[config.mk]
export PLATFORM = sky130hd
export DESIGN_NAME = multi_timer
export DESIGN_NICKNAME = d
export VERILOG_FILES = /design/src/rtl/multi_timer_pkg.sv /design/src/rtl/multi_timer_channel.sv /design/src/rtl/multi_timer.sv
export SDC_FILE = /design/constraint.sdc
export NUM_CORES = 1
export LEC_CHECK = 0
export ABC_CLOCK_PERIOD_IN_PS = 3900
export BUFFER_PORTS_ARGS = -buffer_cell sky130_fd_sc_hd__clkbuf_2
export CAP_MARGIN = 20
export CORE_MARGIN = 3
export CORE_UTILIZATION = 32
export CTS_CLUSTER_DIAMETER = 40
export DETAILED_ROUTE_END_ITERATION = 10
export PLACE_DENSITY = 0.58
export SLEW_MARGIN = 20
export SYNTH_ARGS = -nofsm -noshare
export SYNTH_HDL_FRONTEND = slang
export SYNTH_SLANG_ARGS = --single-unit
[constraint.sdc]
create_clock -name clk -period 3.9 [get_ports clk]
set_input_delay 0.39 -clock clk [delete_from_list [all_inputs] [get_ports clk]]
set_output_delay 0.39 -clock clk [all_outputs]
set_load 0.01 [all_outputs]
[src/rtl/multi_timer_pkg.sv]
// Shared encodings for the multi-channel countdown timer.
// Register map offsets, CTRL bit positions and FSM/mode codes.
package multi_timer_pkg;

  typedef enum logic [1:0] {
    ST_IDLE   = 2'd0,
    ST_LOAD   = 2'd1,
    ST_COUNT  = 2'd2,
    ST_EXPIRE = 2'd3
  } state_e;

  typedef enum logic [1:0] {
    MODE_ONESHOT  = 2'd0,
    MODE_PERIODIC = 2'd1,
    MODE_RSVD2    = 2'd2,
    MODE_RSVD3    = 2'd3
  } mode_e;

  localparam logic [31:0] OFF_CTRL     = 32'h00;
  localparam logic [31:0] OFF_PRESET   = 32'h04;
  localparam logic [31:0] OFF_COUNT    = 32'h08;
  localparam logic [31:0] OFF_PRESCALE = 32'h0c;
  localparam logic [31:0] OFF_STRIDE   = 32'h10;
  localparam logic [31:0] OFF_STATUS   = 32'h80;

  localparam int CTRL_EN      = 0;
  localparam int CTRL_MODE_LO = 1;
  localparam int CTRL_MODE_HI = 2;
  localparam int CTRL_IRQ     = 3;

endpackage

[src/rtl/multi_timer_channel.sv]
// One countdown channel: CTRL/PRESET/PRESCALE registers plus FSM.
// A bus write to this channel freezes the FSM for that cycle.
module timer_channel
  import multi_timer_pkg::*;
#(
  parameter int WIDTH         = 32,
  parameter int PRESCALE_BITS = 8
) (
  input  logic                     i_clk,
  input  logic                     i_rst,
  input  logic                     i_wr_en,
  input  logic [3:0]               i_wr_off,
  input  logic [31:0]              i_wr_data,
  output logic [3:0]               o_ctrl,
  output logic [WIDTH-1:0]         o_preset,
  output logic [WIDTH-1:0]         o_count,
  output logic [PRESCALE_BITS-1:0] o_prescale,
  output logic                     o_expire
);

  state_e                   r_state;
  logic                     r_enable;
  logic [1:0]               r_mode;
  logic                     r_allow;
  logic [WIDTH-1:0]         r_preset;
  logic [WIDTH-1:0]         r_count;
  logic [PRESCALE_BITS-1:0] r_prescale;
  logic [PRESCALE_BITS-1:0] r_psc;

  always_ff @(posedge i_clk) begin
    if (i_rst) begin
      r_state    <= ST_IDLE;
      r_enable   <= 1'b0;
      r_mode     <= 2'b00;
      r_allow    <= 1'b0;
      r_preset   <= '0;
      r_count    <= '0;
      r_prescale <= '0;
      r_psc      <= '0;
    end else if (i_wr_en) begin
      case (i_wr_off)
        OFF_CTRL[3:0]: begin
          r_enable <= i_wr_data[CTRL_EN];
          r_mode   <= i_wr_data[CTRL_MODE_HI:CTRL_MODE_LO];
          r_allow  <= i_wr_data[CTRL_IRQ];
        end
        OFF_PRESET[3:0]:   r_preset   <= i_wr_data[WIDTH-1:0];
        OFF_PRESCALE[3:0]: r_prescale <= i_wr_data[PRESCALE_BITS-1:0];
        default: ;
      endcase
    end else begin
      unique case (r_state)
        ST_IDLE: begin
          if (r_enable) r_state <= ST_LOAD;
        end
        ST_LOAD: begin
          r_count <= r_preset;
          r_psc   <= '0;
          r_state <= ST_COUNT;
        end
        ST_COUNT: begin
          if (!r_enable) begin
            r_state <= ST_IDLE;
          end else if (r_count == '0) begin
            r_state <= ST_EXPIRE;
          end else if (r_psc == r_prescale) begin
            r_psc <= '0;
            if (r_count == WIDTH'(1)) begin
              r_count <= '0;
              r_state <= ST_EXPIRE;
            end else begin
              r_count <= r_count - WIDTH'(1);
            end
          end else begin
            r_psc <= r_psc + PRESCALE_BITS'(1);
          end
        end
        ST_EXPIRE: begin
          if (r_mode == MODE_PERIODIC) begin
            r_state <= ST_LOAD;
          end else begin
            r_enable <= 1'b0;
            r_state  <= ST_IDLE;
          end
        end
      endcase
    end
  end

  // Pending is raised only on the cycle EXPIRE actually retires.
  assign o_expire   = (r_state == ST_EXPIRE) && !i_wr_en && r_allow;
  assign o_ctrl     = {r_allow, r_mode, r_enable};
  assign o_preset   = r_preset;
  assign o_count    = r_count;
  assign o_prescale = r_prescale;

endmodule

[src/rtl/multi_timer.sv]
// Bus-mapped multi-channel timer: decode, read mux, W1C pending, irq.
// Channel n lives at BASE+16n, STATUS at BASE+0x80.
module multi_timer
  import multi_timer_pkg::*;
#(
  parameter logic [31:0] BASE          = 32'h0000_7f00,
  parameter int          CHANNELS      = 2,
  parameter int          WIDTH         = 32,
  parameter int          PRESCALE_BITS = 8
) (
  input  logic        clk,
  input  logic        rst,
  input  logic [31:0] addr,
  input  logic        write_enable,
  input  logic [31:0] write_data,
  output logic [31:0] read_result,
  output logic        irq
);

  localparam logic [31:0] MAP_END = 32'(CHANNELS) * OFF_STRIDE;

  logic [31:0]              w_off;
  logic                     w_aligned;
  logic                     w_in_ch;
  logic                     w_status;
  logic [CHANNELS-1:0]      w_sel;
  logic [CHANNELS-1:0]      w_wr;
  logic [CHANNELS-1:0]      w_expire;
  logic [CHANNELS-1:0]      w_clr;
  logic [CHANNELS-1:0]      r_pending;
  logic [3:0]               w_ctrl     [CHANNELS];
  logic [WIDTH-1:0]         w_preset   [CHANNELS];
  logic [WIDTH-1:0]         w_count    [CHANNELS];
  logic [PRESCALE_BITS-1:0] w_prescale [CHANNELS];

  assign w_off     = addr - BASE;
  assign w_aligned = (w_off[1:0] == 2'b00);
  assign w_in_ch   = w_aligned && (w_off < MAP_END);
  assign w_status  = (w_off == OFF_STATUS);

  for (genvar g = 0; g < CHANNELS; g++) begin : g_ch
    assign w_sel[g] = w_in_ch && (w_off[6:4] == 3'(g));
    assign w_wr[g]  = write_enable && w_sel[g];

    timer_channel #(
      .WIDTH         (WIDTH),
      .PRESCALE_BITS (PRESCALE_BITS)
    ) u_ch (
      .i_clk      (clk),
      .i_rst      (rst),
      .i_wr_en    (w_wr[g]),
      .i_wr_off   (w_off[3:0]),
      .i_wr_data  (write_data),
      .o_ctrl     (w_ctrl[g]),
      .o_preset   (w_preset[g]),
      .o_count    (w_count[g]),
      .o_prescale (w_prescale[g]),
      .o_expire   (w_expire[g])
    );
  end

  assign w_clr = (write_enable && w_status) ?
                 write_data[CHANNELS-1:0] : '0;

  // A fresh expiry beats a same-cycle W1C.
  always_ff @(posedge clk) begin
    if (rst) r_pending <= '0;
    else     r_pending <= (r_pending & ~w_clr) | w_expire;
  end

  assign irq = |r_pending;

  always_comb begin
    read_result = '0;
    if (w_status) read_result = 32'(r_pending);
    for (int n = 0; n < CHANNELS; n++) begin
      if (w_sel[n]) begin
        case (w_off[3:0])
          OFF_CTRL[3:0]:     read_result = 32'(w_ctrl[n]);
          OFF_PRESET[3:0]:   read_result = 32'(w_preset[n]);
          OFF_COUNT[3:0]:    read_result = 32'(w_count[n]);
          OFF_PRESCALE[3:0]: read_result = 32'(w_prescale[n]);
          default: ;
        endcase
      end
    end
  end

endmodule

==> results of run 1 <==
-- per-stage QoR --
step	setup WS [ns]	hold WS, ns	instances	cell area [sq um]
floorplan	1.04	0.440	1268	9860
global placement	0.837	0.459	1684	10700
detailed placement	0.739	0.459	1684	10700
CTS	0.713	0.176	1716	11300
global route	0.554	0.185	1716	11300
finish	0.671	0.187	1716	11300
-- cells in the mapped netlist, drive strengths merged, types with 11 or more instances --
cell / n
nand2: 182
dfxtp: 174
a21oi: 134
clkbuf: 83
nor2: 72
o21ai: 68
a22oi: 61
nor3: 51
o22ai: 30
nor4: 28
inv: 25
mux2i: 24
xor2: 24
nand3: 23
o31ai: 22
buf: 19
a22o: 17
ha: 14
o311ai: 14
or4: 13
a221oi: 12
a32o: 12
o211ai: 12
and3: 11
-- cells in the final DEF, fill, tap and decap left out, drive strengths merged, types with 25 or more instances in the layout --
master	netlist	layout
nand2	182	182
dfxtp	174	174
a21oi	134	134
clkbuf	83	119
nor2	72	72
o21ai	68	68
a22oi	61	61
nor3	51	51
o22ai	30	30
buf	19	30
nor4	28	28
inv	25	25
-- power by group through the flow --
stage | Clock [mW] | Combinational (mW) | Sequential, mW
4_1_cts | 1.73 | 2.23 | 2.01
3_5_place_dp | 0 | 2.22 | 2.05
6_report | 1.71 | 2.28 | 2.02
3_3_place_gp | 0 | 2.22 | 2.05
5_1_grt | 1.81 | 2.50 | 2.03
2_1_floorplan | 0 | 1.58 | 2.01
-- routing by layer --
layer,track usage,vias up,wire [um]
li1,-,4858,-
met1,0.306,4999,16300
met2,0.314,496,15300
met3,0.0397,43,2960
met4,0.0494,0,593
met5,0,-,0
-- cells by family (layout without fill, tap and decap cells) --
logic type	after synthesis	in the layout	synth area share
flip-flops	174	174	0.353
buffers and inverters	127	185	0.0533
adder cells (fa/ha/maj)	14	14	0.0178
AO/OA/AOI/OAI	450	450	0.304
XOR/XNOR	31	31	0.0275
AND/OR/NAND/NOR	448	448	0.220
multiplexers	24	24	0.0244
-- sequential cells by signal (all words and copies together) (netlist names), 4 cells and up --
signal / flops
g_ch.u_ch.o_count: 64
g_ch.u_ch.r_psc: 16
g_ch.u_ch.r_state: 4
g_ch.u_ch.o_prescale: 16
g_ch.u_ch.o_preset: 64
g_ch.u_ch.r_mode: 4
-- worst max path at each step --
| stage | end | cells after the start |
|---|---|---|
| final | g_ch[0].u_ch.o_count[30] | 7 |
| after detailed placement | g_ch[0].u_ch.o_count[30] | 7 |
| after CTS | g_ch[0].u_ch.o_count[30] | 7 |
| after global routing | g_ch[0].u_ch.o_count[26] | 7 |
| after global placement | g_ch[0].u_ch.o_count[31] | 7 |
| after floorplan | read_result[15] | 6 |
-- final cells by class --
cell class / count / area, sq um
clock buffers: 21 / 450
well taps: 390 / 488
clock inverters: 11 / 118
flip-flops and latches: 174 / 3480
repair buffers: 128 / 753
multi-input cells: 967 / 5900
inverters: 25 / 93.8
fillers: 3116 / 18800
-- critical path, cell delays in order, from the launching register on --
cell	delay (ns)
dfxtp_1	0.35
or4_1	0.62
or3_1	0.57
o41ai_4	0.65
buf_4	0.35
a41oi_1	0.07
o311ai_0	0.34
o31ai_1	0.12
==> results by group, run 1 <==
Floorplanning
  • IO Pins: 100
  • Die footprint: 32900 sq um
  • Die H: 181 um
  • Die width: 181 um
  • Initial Utilization: 0.328
  • Num rows: 63
  • Total core area: 30000 sq um

Min path
  • Hold Path End: g_ch[1].u_ch.o_preset[29]
  • Beginning of the worst hold path: write_data[29]
  • Hold path cells: 3
  • Worst hold-check path type: in -> reg

Logic synthesis
  • Syn. warnings: 0
  • Area share of the leading cell type in the synthesized netlist: 0.353
  • Post-Synthesis Mean Instance Area: 7.77 sq um
  • Post-synthesis cell count: 1268
  • Top post-synthesis cells by area: dfxtp_1, nand2_1, a21oi_1, a22oi_1, o21ai_0
  • Number of flops mapped to enable cells by yosys: 0
  • Synth cell types: 67
  • Syn Std Cell Area: 9860 sq um
  • Post-synth top flop: dfxtp_1
  • Number of synthesized register bits: 174
  • Synth async-reset ratio: 0
  • Register area share after synthesis: 0.353
  • Mapped Nets: 1349
  • Yosys top cell by area: dfxtp_1

Finish
  • Area Growth Syn to Fin: 14.5%
  • Ant diodes: 0
  • Nets: 1394
  • Ratio of cells with drive above 1 in the final layout: 0.133
  • Utilization after layout: 0.376

Worst setup path
  • Crit Reg-Reg Startpoint: g_ch[0].u_ch.o_count[20]
  • Critical path startpoint category: flop
  • Critical Path RT: 4.20 ns
  • R2R cell count: 7
  • Crit path max fanout: 20
  • CP endpoint kind: flop
  • Internal reg-to-reg setup slack: 0.67 ns
  • Crit path launch: g_ch[0].u_ch.o_count[20]
  • R2R Path End: g_ch[0].u_ch.o_count[30]
  • Critical Path AT: 3.53 ns
  • CP Class: reg -> reg

Clock tree
  • CTS tree: done
  • Worst-Skew Late Latency: 0.44 ns
  • CTS Root Cell: clkbuf_16
  • # resized after CTS: 0
  • Cts bufs inserted: 17
  • H-tree Lvls: 4
  • CTS clk-pin slew, worst paths: 0.07 ns
  • Post-CTS setup buffer count: 0
  • CTS Sinks: 174
  • Cts hold-fix bufs: 0
  • Max Root-Sink Buffers: 2

STA
  • Period utilisation layout: 0.828
  • Final Hold Vio Count: 0
  • Slew Limit Headroom: 0.299
  • Fin. max-slew vios: 0
  • Post-route clock skew: 0.00938 ns
  • Post-route minimum period: 3.23 ns
  • Setup repair after global routing missed its margin: no
  • Least-Margin Pin Slew: 1.05 ns
  • F_max: 310 MHz
  • Final setup fails: 0
  • Setup Total Neg Slack: 0 ns

Power and ir drop
  • Peak supply drop: 0.291 mV
  • Leak: 3.91 nW
  • Total power: 6.01 mW
  • Comb pwr share: 0.380
  • Sw Share: 0.413
  • Switch Pwr: 2.48 mW
  • Clock power frac: 0.285
  • Power Internal: 3.53 mW
  • Seq pwr share: 0.336
  • Pwr dens: 533 nW/um^2

Flow run
  • Max_cap viols: 0

Route
  • DRC Markers: 0
  • Via density: 6.06
  • Routed WL: 35100 um
  • 1st-iter DRT viols: 1039
  • DR WL/cell: 20.5 um
  • Detailed-router iteration count before antenna repair: 6
  • Vias after detailed routing: 10400
  • Post-route ant nets: 0

Global routing
  • Global-route wire length before repair: 55700 um
  • Total Routing Usage GR: 0.208
  • Largest net degree at the start of global routing: 153
  • Initial antenna violation count: 0
  • Vias in the first global route: 9651
  • Grt total ovfl: 0

Place
  • HPWL after DPL: 24400 um
  • GP Congestion: 0.881
  • Buffers on Ports: 99

Run status
  • Status: complete, no violations
(Power assumes the default switching activity.)
==> run 2: changes to the inputs <==
ABC_AREA = 1   (was unset)
ABC_CLOCK_PERIOD_IN_PS = 2620   (was 3900)
PLACE_DENSITY = 0.59   (was 0.58)
clock period = 2.62 ns   (was 3.9 ns; I/O delays follow)
==> run 2 against run 1 <==
  * Synthesized cell count increased by 38%
  * Non-clock buffer count up 45
  * Sequential power is 57% higher
  * Area after synthesis up 12%
  * Flip-flop and latch count is the same
  * Critical path depth is 10 higher
  * Utilization increased by 1.6 points
  * Clock-buffer cell count shrank 2
  * Register-to-register slack got worse by 0.42 ns
  * Global-route usage is 1.5 points lower
  * First-iteration DRC count decreased by 12%
  * Critical path type is now in -> out
  * Largest power group unchanged
==> results by group, run 2 <==
Floorplanning
  • Total core area: 33900 sq um
  • Initial Utilization: 0.327
  • Num rows: 67
  • IO Pins: 100
  • Die width: 192 um
  • Die footprint: 36900 sq um
  • Die H: 192 um

STA
  • F_max: 386 MHz
  • Post-route minimum period: 2.59 ns
  • Least-Margin Pin Slew: 0.542 ns
  • Fin. max-slew vios: 0
  • Slew Limit Headroom: 0.635
  • Setup repair after global routing missed its margin: yes
  • Worst hold margin: 0.0777 ns
  • Post-route clock skew: 0.0115 ns
  • Period utilisation layout: 0.989
  • Final setup fails: 0
  • Final Hold Vio Count: 0

Clock tree
  • CTS Sinks: 174
  • CTS clk-pin slew, worst paths: 0.07 ns
  • CTS Root Cell: clkbuf_16
  • Worst-Skew Late Latency: 0.45 ns
  • CTS tree: done
  • Cts hold-fix bufs: 0
  • Max Root-Sink Buffers: 2
  • H-tree Lvls: 4
  • Cts bufs inserted: 17

Logic synthesis
  • Number of synthesized register bits: 174
  • Number of flops mapped to enable cells by yosys: 0
  • Yosys top cell by area: dfxtp_1
  • Post-synthesis cell count: 1756
  • Syn Std Cell Area: 11100 sq um
  • Post-Synthesis Mean Instance Area: 6.31 sq um
  • Syn. warnings: 0
  • Area share of the leading cell type in the synthesized netlist: 0.314
  • Synth async-reset ratio: 0
  • Synth top cells by count: nor2_1, nand2_1, inv_1, dfxtp_1, o21ai_0
  • Post-synth top flop: dfxtp_1
  • Top post-synthesis cells by area: dfxtp_1, nor2_1, nand2_1, inv_1, o21ai_0
  • Mapped Nets: 1837
  • Register area share after synthesis: 0.314
  • Synth cell types: 43
  • Most frequent cell after synthesis: nor2_1

Power and ir drop
  • Leak: 6.21 nW
  • Peak supply drop: 0.535 mV
  • Pwr dens: 781 nW/um^2
  • Total power: 10.4 mW

Flow run
  • Max_cap viols: 0

Worst setup path
  • Crit-path max cell delay: 0.24 ns
  • Crit path cell chain: buf_8 > nor2_4 > buf_4 > nand2_2 > nor2_4 > nand3_1 > nor2_1 > xnor2_1 > nand2_2 > nor2_8 > buf_6 > nand3_4 > clkinvlp_4 > buf_12 > clkbuf_16 > a22o_4 > buf_6
  • Critical path startpoint category: input port
  • R2R cell count: 13
  • CP Class: in -> out
  • CP endpoint kind: output port
  • Crit path max fanout: 7
  • CP max stage cell: a22o_4
  • Critical Path AT: 2.33 ns
  • Critical Path RT: 2.36 ns

Route
  • Routed met3 length: 1550 um
  • Via density: 4.97
  • Vias after detailed routing: 11600
  • Wl on met1: 16800 um
  • DRC Markers: 0
  • Post-route ant nets: 0
  • 1st-iter DRT viols: 912
  • Routed WL: 36600 um
  • DR WL/cell: 15.7 um
  • Detailed-router iteration count before antenna repair: 5
  • Length of routed met2 wiring: 17100 um
  • Max layer used: met4

Finish
  • Most frequent cells in the layout: nor2_1, nand2_1, inv_1
  • Nets: 1958
  • Utilization after layout: 0.391
  • Ratio of cells with drive above 1 in the final layout: 0.157
  • Most common cell after layout, fill and taps aside: nor2_1
  • Area Growth Syn to Fin: 19.6%
  • Ant diodes: 0

Global routing
  • Largest net degree at the start of global routing: 73
  • Global-route wire length before repair: 56900 um
  • Vias in the first global route: 10600
  • Initial antenna violation count: 0
  • Total Routing Usage GR: 0.193
  • Grt total ovfl: 0

Place
  • Buffers on Ports: 99
  • HPWL after DPL: 27200 um
  • GP Congestion: 0.937

Min path
  • Worst hold-check path type: in -> reg
  • Hold path cells: 3

Run status
  • Status: complete, no violations
==> run 2: cell count changes after synthesis, moves of 47 or more <==
cell      previous run  this run
a21oi_1            134        44
a22oi_1             61         2
clkbuf_1            83        36
inv_1               24       193
nand2_1            182       350
nor2_1              72       379
o21ai_0             66       131
==> run 2: kinds of logic (layout without fill, tap and decap cells) <==
family	Yosys count	count (layout)	synth area share
compound gates	334	334	0.174
flops	174	174	0.314
buf+inv	279	412	0.110
xor+xnor	49	49	0.0387
simple gates	906	907	0.347
fa+ha+maj	14	14	0.0158
==> run 2: layout make-up <==
cell class | count | area [sq um]
Inverter | 207 | 792
Sequential cell | 174 | 3480
Multi-Input combinational cell | 1304 | 6540
Timing Repair Buffer | 173 | 1250
Fill cell | 3594 | 20600
Clock inverter | 13 | 178
Tap cell | 448 | 561
Clock buffer | 19 | 453
==> run 2: critical path, delay by kind of cell <==
family | cells | cell delay, ns
AO/OA/AOI/OAI | 1 | 0.24
AND/OR/NAND/NOR | 8 | 0.81
buffers and inverters | 7 | 0.92
XOR/XNOR | 1 | 0.08
==> run 2: worst paths after layout <==
check / startpoint / endpoint / slack (ns)
hold / removal: write_data[26] / g_ch[1].u_ch.o_preset[26] / 0.08
setup / recovery: addr[15] / read_result[8] / 0.03
hold reg to reg: r_pending[0] / r_pending[0] / 0.49
setup reg to reg: g_ch[1].u_ch.o_count[0] / g_ch[1].u_ch.o_count[30] / 0.25
==> run 2: timing repair <==
item / CTS / global route
endpoints found under the setup margin: 2 / 56
setup buffers: 0 / 12
gates cloned: 0 / 3
gates resized for setup: 3 / 64
pin swaps: 0 / 17
==> run 2: per-stage QoR <==
stage                     instance area, sq um  setup slack [ns]  std cells  setup TNS [ns]
after floorplan                          11100             0.391       1756               0
after global placement                   12300           -0.0114       2291         -0.0114
after detailed placement                 12300           -0.0277       2291         -0.0401
after CTS                                12900           0.00576       2323               0
after global routing                     13300           -0.0937       2338          -0.895
final                                    13300            0.0297       2338               0
==> run 2: power breakdown <==
part,switching [mW],internal (mW)
logic,2.77,1.61
clock network,1.21,1.58
registers,0.256,2.93
total,4.24,6.11
==> run 2: metal layers <==
| metal | global-route usage | up-vias |
|---|---|---|
| li1 | - | 5907 |
| met1 | 0.261 | 5345 |
| met2 | 0.317 | 294 |
| met3 | 0.0248 | 69 |
| met4 | 0.0681 | 0 |
| met5 | 0 | - |
